[src/rtl/snn_pkg.sv]
// Shared constants and types for the SNN Wishbone responder.
package snn_pkg;

   localparam int unsigned VmemW      = 8;
   localparam int unsigned MaxNeurons = 32;

   localparam logic [7:0] OffCtrl       = 8'h00;
   localparam logic [7:0] OffParam      = 8'h04;
   localparam logic [7:0] OffSpikes     = 8'h08;
   localparam logic [7:0] OffStepcnt    = 8'h0C;
   localparam logic [7:0] OffWeightBase = 8'h40;
   localparam logic [7:0] OffVmemBase   = 8'h80;

   localparam int unsigned CtrlStartBit = 0;
   localparam int unsigned CtrlModeBit  = 1;
   localparam int unsigned CtrlIrqEnBit = 2;
   localparam int unsigned CtrlBusyBit  = 8;

   typedef enum logic [1:0] {
      StIdle,
      StUpdate,
      StDone
   } state_e;

endpackage

[src/rtl/snn_neuron_update.sv]
// Combinational leaky integrate-and-fire update for one neuron, with saturation at 255.
module snn_neuron_update
   import snn_pkg::*;
(
   input  logic [VmemW-1:0] v_mem_i,
   input  logic [VmemW-1:0] weight_i,
   input  logic [VmemW-1:0] beta_i,
   input  logic [VmemW-1:0] v_th_i,
   input  logic             mode_i,
   output logic [VmemW-1:0] v_next_o,
   output logic             spike_o
);

   logic [15:0]      prod;
   logic [16:0]      v_sum;
   logic [VmemW-1:0] v_sat;

   always_comb begin
      prod     = {8'd0, v_mem_i} * {8'd0, beta_i};
      v_sum    = 17'(prod >> 8) + {9'd0, weight_i};
      v_sat    = (v_sum > 17'd255) ? 8'hFF : v_sum[7:0];
      spike_o  = (v_sat >= v_th_i);
      v_next_o = v_sat;
      if (spike_o) begin
         v_next_o = mode_i ? (v_sat - v_th_i) : 8'd0;
      end
   end

endmodule

[src/rtl/snn_wb_responder.sv]
// Wishbone classic slave holding the SNN register file and the per-step neuron sequencer.
// Optional macro SNN_IRQ_EN adds CTRL[2] IRQ_EN and a one-cycle irq_o pulse on step completion.
module snn_wb_responder
   import snn_pkg::*;
#(
   parameter int unsigned NUM_NEURONS = 16,
   parameter logic [31:0] BASE_ADDR   = 32'h3000_0000
) (
   input  logic                   wb_clk_i,
   input  logic                   wb_rst_i,
   input  logic                   wbs_stb_i,
   input  logic                   wbs_cyc_i,
   input  logic                   wbs_we_i,
   input  logic [3:0]             wbs_sel_i,
   input  logic [31:0]            wbs_dat_i,
   input  logic [31:0]            wbs_adr_i,
   output logic                   wbs_ack_o,
   output logic [31:0]            wbs_dat_o,
   output logic                   busy_o,
   output logic [NUM_NEURONS-1:0] spikes_o,
   output logic                   irq_o
);

   state_e                 state_q, state_d;
   logic [4:0]             idx_q, idx_d;
   logic [VmemW-1:0]       vmem_q [MaxNeurons];
   logic [VmemW-1:0]       vmem_d [MaxNeurons];
   logic [VmemW-1:0]       weight_q [MaxNeurons];
   logic [VmemW-1:0]       weight_d [MaxNeurons];
   logic [VmemW-1:0]       beta_q, beta_d;
   logic [VmemW-1:0]       vth_q, vth_d;
   logic                   mode_q, mode_d;
   logic [NUM_NEURONS-1:0] spikes_q, spikes_d;
   logic [NUM_NEURONS-1:0] pending_q, pending_d;
   logic [31:0]            stepcnt_q, stepcnt_d;
   logic                   ack_q, ack_d;
   logic [31:0]            dat_q, dat_d;

   logic             valid, req_new, wr_idle, ctrl_wr, busy, irq_en_rd;
   logic [7:0]       off_b;
   logic [4:0]       wt_idx, vm_idx;
   logic             wt_hit, vm_hit;
   logic [31:0]      rd_data;
   logic [VmemW-1:0] nu_v_next;
   logic             nu_spike;
   logic             unused_bits;

   // Low address bits and upper byte lanes carry no register content.
   assign unused_bits = ^{wbs_adr_i[1:0], wbs_sel_i[3:2], wbs_dat_i[31:16]};

   assign valid   = wbs_cyc_i & wbs_stb_i & (wbs_adr_i[31:8] == BASE_ADDR[31:8]);
   assign req_new = valid & ~ack_q;
   assign busy    = (state_q != StIdle);
   // Writes commit in the ack cycle; anything arriving while busy is acked but dropped.
   assign wr_idle = ack_q & valid & wbs_we_i & ~busy;
   assign off_b   = {wbs_adr_i[7:2], 2'b00};
   assign ctrl_wr = wr_idle & (off_b == OffCtrl) & wbs_sel_i[0];

   // WEIGHT occupies 0x40-0x7F, so only the first 16 weights are host-addressable.
   assign wt_idx = {1'b0, wbs_adr_i[5:2]};
   assign vm_idx = wbs_adr_i[6:2];
   assign wt_hit = ((off_b & 8'hC0) == OffWeightBase) && (32'(wt_idx) < NUM_NEURONS);
   assign vm_hit = ((off_b & 8'h80) == OffVmemBase) && (32'(vm_idx) < NUM_NEURONS);

   snn_neuron_update u_neuron (
      .v_mem_i  (vmem_q[idx_q]),
      .weight_i (weight_q[idx_q]),
      .beta_i   (beta_q),
      .v_th_i   (vth_q),
      .mode_i   (mode_q),
      .v_next_o (nu_v_next),
      .spike_o  (nu_spike)
   );

   always_comb begin
      rd_data = '0;
      if (off_b == OffCtrl) begin
         rd_data[CtrlModeBit]  = mode_q;
         rd_data[CtrlIrqEnBit] = irq_en_rd;
         rd_data[CtrlBusyBit]  = busy;
      end else if (off_b == OffParam) begin
         rd_data[15:0] = {vth_q, beta_q};
      end else if (off_b == OffSpikes) begin
         rd_data[NUM_NEURONS-1:0] = spikes_q;
      end else if (off_b == OffStepcnt) begin
         rd_data = stepcnt_q;
      end else if (wt_hit) begin
         rd_data[VmemW-1:0] = weight_q[wt_idx];
      end else if (vm_hit) begin
         rd_data[VmemW-1:0] = vmem_q[vm_idx];
      end
   end

   always_comb begin
      state_d   = state_q;
      idx_d     = idx_q;
      vmem_d    = vmem_q;
      weight_d  = weight_q;
      beta_d    = beta_q;
      vth_d     = vth_q;
      mode_d    = mode_q;
      spikes_d  = spikes_q;
      pending_d = pending_q;
      stepcnt_d = stepcnt_q;
      ack_d     = req_new;
      dat_d     = req_new ? rd_data : '0;

      if (wr_idle) begin
         if (off_b == OffParam) begin
            if (wbs_sel_i[0]) beta_d = wbs_dat_i[7:0];
            if (wbs_sel_i[1]) vth_d  = wbs_dat_i[15:8];
         end
         if (ctrl_wr) begin
            mode_d = wbs_dat_i[CtrlModeBit];
            if (wbs_dat_i[CtrlStartBit]) begin
               state_d   = StUpdate;
               idx_d     = '0;
               pending_d = '0;
            end
         end
         if (wt_hit && wbs_sel_i[0]) weight_d[wt_idx] = wbs_dat_i[7:0];
         if (vm_hit && wbs_sel_i[0]) vmem_d[vm_idx] = wbs_dat_i[7:0];
      end

      case (state_q)
         StUpdate: begin
            vmem_d[idx_q] = nu_v_next;
            for (int unsigned i = 0; i < NUM_NEURONS; i++) begin
               if (idx_q == 5'(i)) pending_d[i] = nu_spike;
            end
            if (idx_q == 5'(NUM_NEURONS - 1)) begin
               // Publish on entry to DONE so spikes_o lands NUM_NEURONS+1 cycles after the ack.
               state_d  = StDone;
               spikes_d = pending_d;
            end else begin
               idx_d = idx_q + 5'd1;
            end
         end
         StDone: begin
            stepcnt_d = stepcnt_q + 32'd1;
            state_d   = StIdle;
         end
         default: ;
      endcase
   end

   always_ff @(posedge wb_clk_i) begin
      if (wb_rst_i) begin
         state_q   <= StIdle;
         idx_q     <= '0;
         vmem_q    <= '{default: '0};
         weight_q  <= '{default: '0};
         beta_q    <= '0;
         vth_q     <= '0;
         mode_q    <= 1'b0;
         spikes_q  <= '0;
         pending_q <= '0;
         stepcnt_q <= '0;
         ack_q     <= 1'b0;
         dat_q     <= '0;
      end else begin
         state_q   <= state_d;
         idx_q     <= idx_d;
         vmem_q    <= vmem_d;
         weight_q  <= weight_d;
         beta_q    <= beta_d;
         vth_q     <= vth_d;
         mode_q    <= mode_d;
         spikes_q  <= spikes_d;
         pending_q <= pending_d;
         stepcnt_q <= stepcnt_d;
         ack_q     <= ack_d;
         dat_q     <= dat_d;
      end
   end

`ifdef SNN_IRQ_EN
   logic irq_en_q, irq_en_d;

   always_comb begin
      irq_en_d = irq_en_q;
      if (ctrl_wr) irq_en_d = wbs_dat_i[CtrlIrqEnBit];
   end

   always_ff @(posedge wb_clk_i) begin
      if (wb_rst_i) irq_en_q <= 1'b0;
      else          irq_en_q <= irq_en_d;
   end

   assign irq_en_rd = irq_en_q;
   assign irq_o     = irq_en_q & (state_q == StDone);
`else
   assign irq_en_rd = 1'b0;
   assign irq_o     = 1'b0;
`endif

   assign wbs_ack_o = ack_q;
   assign wbs_dat_o = dat_q;
   assign busy_o    = busy;
   assign spikes_o  = spikes_q;

endmodule

[config.mk]
export PLATFORM = sky130hd
export DESIGN_NAME = snn_wb_responder
export DESIGN_NICKNAME = d
export VERILOG_FILES = /design/src/rtl/snn_pkg.sv /design/src/rtl/snn_neuron_update.sv /design/src/rtl/snn_wb_responder.sv
export SDC_FILE = /design/constraint.sdc
export NUM_CORES = 1
export LEC_CHECK = 0
export CAP_MARGIN = 10
export CORE_MARGIN = 10
export CORE_UTILIZATION = 54
export CTS_CLUSTER_SIZE = 25
export DETAILED_ROUTE_END_ITERATION = 8
export GPL_ROUTABILITY_DRIVEN = 1
export PLACE_DENSITY = 0.72
export SYNTH_ARGS = -nofsm -noshare
export SYNTH_HDL_FRONTEND = slang
export SYNTH_HIERARCHICAL = 1
export SYNTH_SLANG_ARGS = --single-unit
[constraint.sdc]
create_clock -name wb_clk_i -period 16.4 [get_ports wb_clk_i]
set_input_delay 2.46 -clock wb_clk_i [delete_from_list [all_inputs] [get_ports wb_clk_i]]
set_output_delay 2.46 -clock wb_clk_i [all_outputs]
set_load 0.03 [all_outputs]
# [Word-level counts from Yosys, hierarchy flattened]
# Index checks and enable logic that the tools add are counted.
[op_classes] n_addsub=4 mul=1 order_cmp=10 n_eq_ne=22 muxes=65 n_bitwise=15 reduce_logical=18
[ops] op="bitwise mux 256 bit" count=3
[ops] op="two-way mux 256 bit" count=3
[ops] op="binary-select mux 8 bit (select 5 bit)" count=4
[ops] op="two-way mux 8 bit" count=18
[ops] op="demux 8 bit (select 5 bit)" count=3
[ops] op="two-way mux 16 bit" count=6
[ops] op="equality test 5 x 4 -> 1 bit, second input constant" count=8
[ops] op="adder 32 x 1 -> 32 bit, second input constant" count=1
[ops] op="two-way mux 5 bit" count=5
[ops] op="equality test 24 x 22 -> 1 bit, second input constant" count=1
[ops] op="equality test 5 x 3 -> 1 bit, second input constant" count=4
[ops] op=">= comparator 6 bit, second input constant" count=3
[ops] op="< comparator 6 x 1 -> 1 bit, second input constant" count=3
[ops] op="two-way mux 1 bit" count=18
[ops] op="greater-than comparator 17 x 8 -> 1 bit, second input constant" count=1
[ops] op="multiplier 8 x 8 -> 16 bit" count=1
[ops] op="equality test 6 x 2 -> 1 bit, second input constant" count=2
[ops] op="NOT 5 -> 6 bit" count=2
[ops] op="equality test 5 x 2 -> 1 bit, second input constant" count=2
[ops] op="adder 8 x 8 -> 9 bit" count=1
[ops] op="bitwise AND 1 bit" count=8
[ops] op=">= comparator 8 bit" count=1
[ops] op="zero test 8 bit" count=1
[ops] op="two-way mux 2 bit" count=4
[ops] op="other kinds (19)" count=32
[totals] register_bits=633 wordCells=211

# [Longest topological paths before layout]
[logic_depth] ltp_word=13 ltp_mapped=40 mapped_depth_nobuf=37

# [Cells and area by module]
# The synthesis kept the hierarchy.
[by_module_without_submodules] mod="snn_wb_responder" n_inst=1 cells_each=2517 area_per_inst_um2=25722.2 seq_area_each_um2=10089.7
[by_module_without_submodules] mod="snn_neuron_update" n_inst=1 cells_each=331 area_per_inst_um2=2811.4 seq_area_each_um2=0.0

# [Worst setup path before layout]
# OpenSTA, ideal clock, no wires.
[synth_path] path_type="register -> register" from="reg idx_q[0]" to="reg vmem_q[144] (netlist name)" setup_time_ns=0.086 t_arrival_ns=9.501 path_slack_ns=6.814 stages_incl_launch_ff=37 n_path_buf=3 cell_sequence="dfxtp_1 > clkbuf_1 > buf_1 > mux4_2 > mux4_2 > mux2_2 > and2_1 > fa_1 > fa_1 > fa_1 > inv_1 > fa_1 > inv_1 > ha_1 > a21oi_1 > o21ai_0 > a41oi_1 > nand2b_1 > a211oi_1 > nor2_1 > ha_1 > or3_1 > o211ai_1 > nand2b_1 > nor2_1 > ha_1 > inv_1 > fa_1 > a211oi_2 > nor2_1 > o31ai_4 > nand2_2 > a21oi_4 > mux2i_1 > clkbuf_1 > nor2_1 > a211oi_1"
[synth_between] elab_chain_len=13 word_cells_on_any_way=22 classes_between="add/sub: 2; mul: 1; order compare: 4; mux: 13; bitwise: 1; reduce/logical: 1"
[synth_rtl] item="from (decl)" line="snn_wb_responder.sv:25" source="logic [4:0] idx_q, idx_d;"
[synth_rtl] item="from (signal assigned)" line="snn_wb_responder.sv:163" source="idx_q <= idx_d;"
[synth_rtl] item="NOT 5 -> 6 bit (implied by the code) *" line="snn_wb_responder.sv:66, snn_wb_responder.sv:67"
[synth_rtl] item="binary-select mux 8 bit (select 5 bit)" line="snn_wb_responder.sv:66" source=".v_mem_i (vmem_q[idx_q]),"
[synth_rtl] item="two-way mux 8 bit (implied by the code) (2 in a row)" line="snn_wb_responder.sv:66"
[synth_rtl] item="multiplier 8 x 8 -> 16 bit" line="snn_neuron_update.sv:19" source="prod = {8'd0, v_mem_i} * {8'd0, beta_i};"
[synth_rtl] item="adder 8 x 8 -> 9 bit *" line="snn_neuron_update.sv:20" source="v_sum = 17'(prod >> 8) + {9'd0, weight_i};"
[synth_rtl] item="greater-than comparator 17 x 8 -> 1 bit" line="snn_neuron_update.sv:21" source="v_sat = (v_sum > 17'd255) ? 8'hFF : v_sum[7:0];"
[synth_rtl] item="two-way mux 8 bit *" line="snn_neuron_update.sv:21"
[synth_rtl] item="subtractor 8 bit" line="snn_neuron_update.sv:25" source="v_next_o = mode_i ? (v_sat - v_th_i) : 8'd0;"
[synth_rtl] item="two-way mux 8 bit" line="snn_neuron_update.sv:25"
[synth_rtl] item="two-way mux 8 bit *" line="snn_neuron_update.sv:24" source="if (spike_o) begin"
[synth_rtl] item="net nu_v_next[0]" line="snn_wb_responder.sv:44" source="logic [VmemW-1:0] nu_v_next;"
[synth_rtl] item="bitwise mux 256 bit *" line="snn_wb_responder.sv:127" source="vmem_d[idx_q] = nu_v_next;"
[synth_rtl] item="two-way mux 256 bit *" line="snn_wb_responder.sv:125" source="case (state_q)"
[synth_rtl] item="to (signal assigned)" line="snn_wb_responder.sv:164" source="vmem_q <= vmem_d;"
[synth_rtl] item="to (decl)" line="snn_wb_responder.sv:26" source="logic [VmemW-1:0] vmem_q [MaxNeurons];"
# Mark *: on every way through the listed nets, which the timed path passes. The rest lies on a longest branch. The select of a mux whose other input is x is not followed.
# A chain may end at the register's enable or synchronous reset.

# [Worst setup path after layout]
[layout_path] from="reg idx_q[1]" to="reg vmem_q[132] (netlist name)"
# The elaborated chain is that of the path after synthesis.

==> tab_implementation.tex <==
\begin{tabular}{lr}
\hline
Metric & Value \\
\hline
\multicolumn{2}{l}{\textbf{Global route}} \\
\quad Initial antenna violation count & 0 \\
\quad Global route overflow & 0 \\
\quad GRT Total Usage & 25.3\% \\
\quad Vias in the first global route & 22017 \\
\quad Global-route wire length before repair & 128000 µm \\
\quad Maximum number of pins on one net before global-route repair & 240 \\
\multicolumn{2}{l}{\textbf{Floorplan}} \\
\quad Height of the chip & 250 µm \\
\quad Initial Util & 54.4\% \\
\quad Row count & 84 \\
\quad Overall die area & 62400 µm² \\
\quad Core region area & 52400 µm² \\
\quad Number of top-level pins & 124 \\
\quad Horizontal extent of the die & 250 µm \\
\multicolumn{2}{l}{\textbf{Pwr}} \\
\quad Worst-case vdd ir drop & 78.6 µV \\
\quad Power share of the sequential group & 47.2\% \\
\quad Power share of the clock group & 49.2\% \\
\quad Portion of total power attributed to combinational logic & 3.5\% \\
\quad Tot Pwr & 2.59 mW \\
\quad Pwr/cell area & 81.8 nW/µm² \\
\quad Switching share of power & 22.1\% \\
\quad Switching power summed over all nets & 0.572 mW \\
\quad Total internal power & 2.02 mW \\
\quad LEAKAGE & 11.7 nW \\
\multicolumn{2}{l}{\textbf{Layout}} \\
\quad Fill cell instance count of the final layout & 4185 \\
\quad Synth-to-layout area growth & 11.0\% \\
\quad Final std cells w/o fill & 3531 \\
\quad Antenna Cells & 0 \\
\quad Multi-input gate area in the final layout & 17300 µm² \\
\quad Share of post-route cells with drive strength above 1 & 12.9\% \\
\quad Flip-flop and latch area & 10100 µm² \\
\quad NumNets Final & 2973 \\
\quad Core Util, Final & 60.4\% \\
\multicolumn{2}{l}{\textbf{Clock network}} \\
\quad Clock-pin slew on the worst setup and hold paths & 0.06 ns \\
\quad Post-CTS Resized & 0 \\
\quad CTS tree & yes \\
\quad \# clock sinks & 504 \\
\quad Post-CTS Setup Inserts & 0 \\
\quad Clock latency at the later pin of the worst-skew pair & 0.61 ns \\
\quad CTS buffer count & 53 \\
\quad Number of buffers added to fix hold violations after cts & 0 \\
\quad Count of H-tree levels built during CTS & 2 \\
\quad Cell chosen for the clock root & sky130\_fd\_sc\_hd\_\_clkbuf\_16 \\
\quad Maximum clock path buffer count & 3 \\
\multicolumn{2}{l}{\textbf{Synthesis}} \\
\quad Unique cell type count in the Yosys netlist & 71 \\
\quad Predominant post-synthesis flop cell & sky130\_fd\_sc\_hd\_\_dfxtp\_1 \\
\quad Mean instance size in the synthesized netlist & 10.0 µm² \\
\quad Fraction of registers with async set or reset after synthesis & 0\% \\
\quad Cells after Synth & 2848 \\
\quad Portion of the post-synthesis area used by sequential elements & 35.4\% \\
\quad Net count after synthesis & 3017 \\
\quad Post-synthesis sequential element count & 504 \\
\quad Number of synthesis warnings & 6 \\
\quad Netlist area before placement & 28500 µm² \\
\quad Number of enable-type register cells in the synthesized netlist & 0 \\
\multicolumn{2}{l}{\textbf{STA}} \\
\quad Final setup violating endpoints & 0 \\
\quad Fin. max-slew vios & 0 \\
\quad Hold Violations, Final & 0 \\
\quad Worst clock skew & 0.0178 ns \\
\quad Part of the cycle the worst path needs & 71.1\% \\
\quad Slew HR & 6.93\% \\
\quad Final critical path time including I/O delays and setup & 11.67 ns \\
\quad RSZ-0062 raised after global routing & false \\
\quad Max Fclk & 85.7 MHz \\
\quad Least setup slack across all paths after layout & 4.73 ns \\
\quad Fin Setup TNS & 0 ns \\
\quad Worst Max-Slew Pin Slew & 1.40 ns \\
\multicolumn{2}{l}{\textbf{Place}} \\
\quad Worst slack at placement & 4.87 ns \\
\quad Hpwl dp & 54600 µm \\
\quad Routability Congestion & 0.937 \\
\quad Placed Instances & 3437 \\
\quad Port buffer count & 102 \\
\multicolumn{2}{l}{\textbf{Worst setup path}} \\
\quad Worst Setup Path Type & flip-flop to flip-flop \\
\quad Slowest cell delay on critical path & 1.07 ns \\
\quad Critical path's most frequent cell & sky130\_fd\_sc\_hd\_\_fa\_1 \\
\quad CP max stage cell & sky130\_fd\_sc\_hd\_\_mux2i\_4 \\
\quad Worst path arrival time & 12.18 ns \\
\quad Category of the worst setup path capture point & flip-flop \\
\quad Type of origin of the critical path & flip-flop \\
\quad Critical Path Fanout Max & 65 \\
\quad Required time of the worst setup path & 16.91 ns \\
\multicolumn{2}{l}{\textbf{Detailed routing}} \\
\quad Vias & 22395 \\
\quad Routed WL per cell & 23.1 µm \\
\quad Vias per inst & 6.34 \\
\quad Total routed wirelength & 81600 µm \\
\quad Drt initial violations & 2276 \\
\quad Antenna-violating nets left & 0 \\
\quad Drt first pass iters & 5 \\
\quad Remaining routing DRC violations & 0 \\
\multicolumn{2}{l}{\textbf{Flow run}} \\
\quad Max-capacitance violation count & 0 \\
\multicolumn{2}{l}{\textbf{Hold path}} \\
\quad Min-delay worst type & flip-flop to flip-flop \\
\multicolumn{2}{l}{\textbf{Outcome}} \\
\quad Outcome & complete, no violations \\
\hline
\end{tabular}
registers in the layout, indices dropped and copies added (netlist names):
signal,count
vmem_q,256
weight_q,128
stepcnt_q,32
wbs_dat_o,32
spikes_o,16
pending_q,15
beta_q,8
vth_q,8
idx_q,5
state_q,2
mode_q,1
wbs_ack_o,1
power by group through the flow:
stage | logic (mW) | registers [mW] | clock network (mW)
final | 0.0916 | 1.22 | 1.28
after global routing | 0.0962 | 1.22 | 1.33
after CTS | 0.0896 | 1.22 | 1.29
after detailed placement | 0.0894 | 1.25 | 0
after global placement | 0.0883 | 1.25 | 0
after floorplan | 0.0560 | 1.25 | 0
critical path: cells and delay by family, from the launching register on:
| kind | cells | cell delay, ns |
|---|---|---|
| compound gates | 9 | 2.36 |
| buf+inv | 4 | 1.06 |
| fa+ha+maj | 8 | 3.21 |
| mux | 4 | 2.42 |
| simple gates | 9 | 1.69 |
| flops | 1 | 0.73 |
synth_stat cells (all sizes together) (24+ instances only):
library cell,instances,share of area (%)
dfxtp,504,35
mux2i,436,15
nor2,433,5.7
clkbuf,173,2.3
mux4,159,13
nand2,111,1.5
a211oi,105,2.9
nand3,93,1.6
and2,85,1.9
a21oi,84,1.5
nor4,77,3.1
inv,71,0.93
ha,59,2.6
buf,57,0.92
nand2b,52,1.1
nor3,39,0.70
fa,37,2.6
nor3b,33,0.87
o21ai,32,0.56
nor2b,24,0.53
placed cells by master, fill, tap and decap left out, types with 7 or more instances in the layout:
master                            synthesis  routed
sky130_fd_sc_hd__clkinv_2                 0       9
sky130_fd_sc_hd__nand4_1                  8       8
sky130_fd_sc_hd__inv_1                   71      71
sky130_fd_sc_hd__or3_1                   13      13
sky130_fd_sc_hd__xnor2_1                 19      19
sky130_fd_sc_hd__and3_1                  10      10
sky130_fd_sc_hd__nand2b_1                52      52
sky130_fd_sc_hd__nor4_1                  49      47
sky130_fd_sc_hd__clkbuf_16                0      53
sky130_fd_sc_hd__o22ai_1                  9       9
sky130_fd_sc_hd__nor3_1                  38      37
sky130_fd_sc_hd__o21ai_0                 30      30
sky130_fd_sc_hd__a21oi_1                 83      83
sky130_fd_sc_hd__o221a_2                  7       7
sky130_fd_sc_hd__clkbuf_8                 0      18
sky130_fd_sc_hd__a211oi_2                 9       9
sky130_fd_sc_hd__buf_4                    2      27
sky130_fd_sc_hd__dfxtp_1                504     501
sky130_fd_sc_hd__ha_1                    59      59
sky130_fd_sc_hd__a22oi_1                 21      21
sky130_fd_sc_hd__nand3b_1                 7       7
sky130_fd_sc_hd__mux2i_1                436     434
sky130_fd_sc_hd__mux2_2                  15      15
sky130_fd_sc_hd__clkdlybuf4s50_1          0      98
sky130_fd_sc_hd__mux4_2                 159     159
sky130_fd_sc_hd__nor4_4                  25      25
sky130_fd_sc_hd__nor2_1                 433     433
sky130_fd_sc_hd__and2_1                  82      82
sky130_fd_sc_hd__nand3_1                 92      91
sky130_fd_sc_hd__nand2_1                110     110
sky130_fd_sc_hd__nor3b_1                 33      33
sky130_fd_sc_hd__a211oi_1                96      96
sky130_fd_sc_hd__fa_1                    37      37
sky130_fd_sc_hd__nor2b_1                 24      23
sky130_fd_sc_hd__xor2_1                  14      14
routing by layer:
metal / track usage, % / up-vias / routed length (µm)
met2: 39.5 / 1036 / 37200
met1: 33.2 / 10972 / 33500
met3: 5.71 / 226 / 7480
li1: - / 10161 / -
met4: 10.8 / 0 / 3390
met5: 0 / - / 0
per-stage QoR:
stage | hold WS [ns] | cell area (µm²)
after floorplan | 0.444 | 28500
after global placement | 0.451 | 29800
after detailed placement | 0.458 | 29800
after CTS | 0.463 | 31700
after global routing | 0.489 | 31700
final | 0.469 | 31700
cell families after synthesis:
group / after synthesis / share of synthesized area, %
AOI/OAI and AO/OA: 289 / 6.95
xor gates and xnor gates: 33 / 1.01
adders and majority gates: 96 / 5.18
buffers and inverters: 301 / 4.13
DFF: 504 / 35.4
muxes: 617 / 28.8
other: 1 / 0.0131
and+or+nand+nor: 1007 / 18.6
worst paths after layout:
path	slack, ns	start	depth (start not counted)	endpoint
setup / recovery	4.73	idx_q[1]$_SDFF_PP0_	34	vmem_q[132]$_SDFF_PP0_
hold / removal	0.47	pending_q[13]$_SDFF_PP0_	2	pending_q[13]$_SDFF_PP0_
setup reg to reg	4.73	idx_q[1]$_SDFF_PP0_	34	vmem_q[132]$_SDFF_PP0_
hold reg to reg	0.47	pending_q[13]$_SDFF_PP0_	2	pending_q[13]$_SDFF_PP0_
cell type report:
class                   instances  area share, %
multi-input cells            2043           54.7
flip-flops and latches        504           31.9
clock buffers                  77           5.04
repair buffers                131           3.98
well taps                     688           2.72
inverters                      71          0.842
clock inverters                17          0.798
No activity file was read; power rests on OpenSTA's default activity.
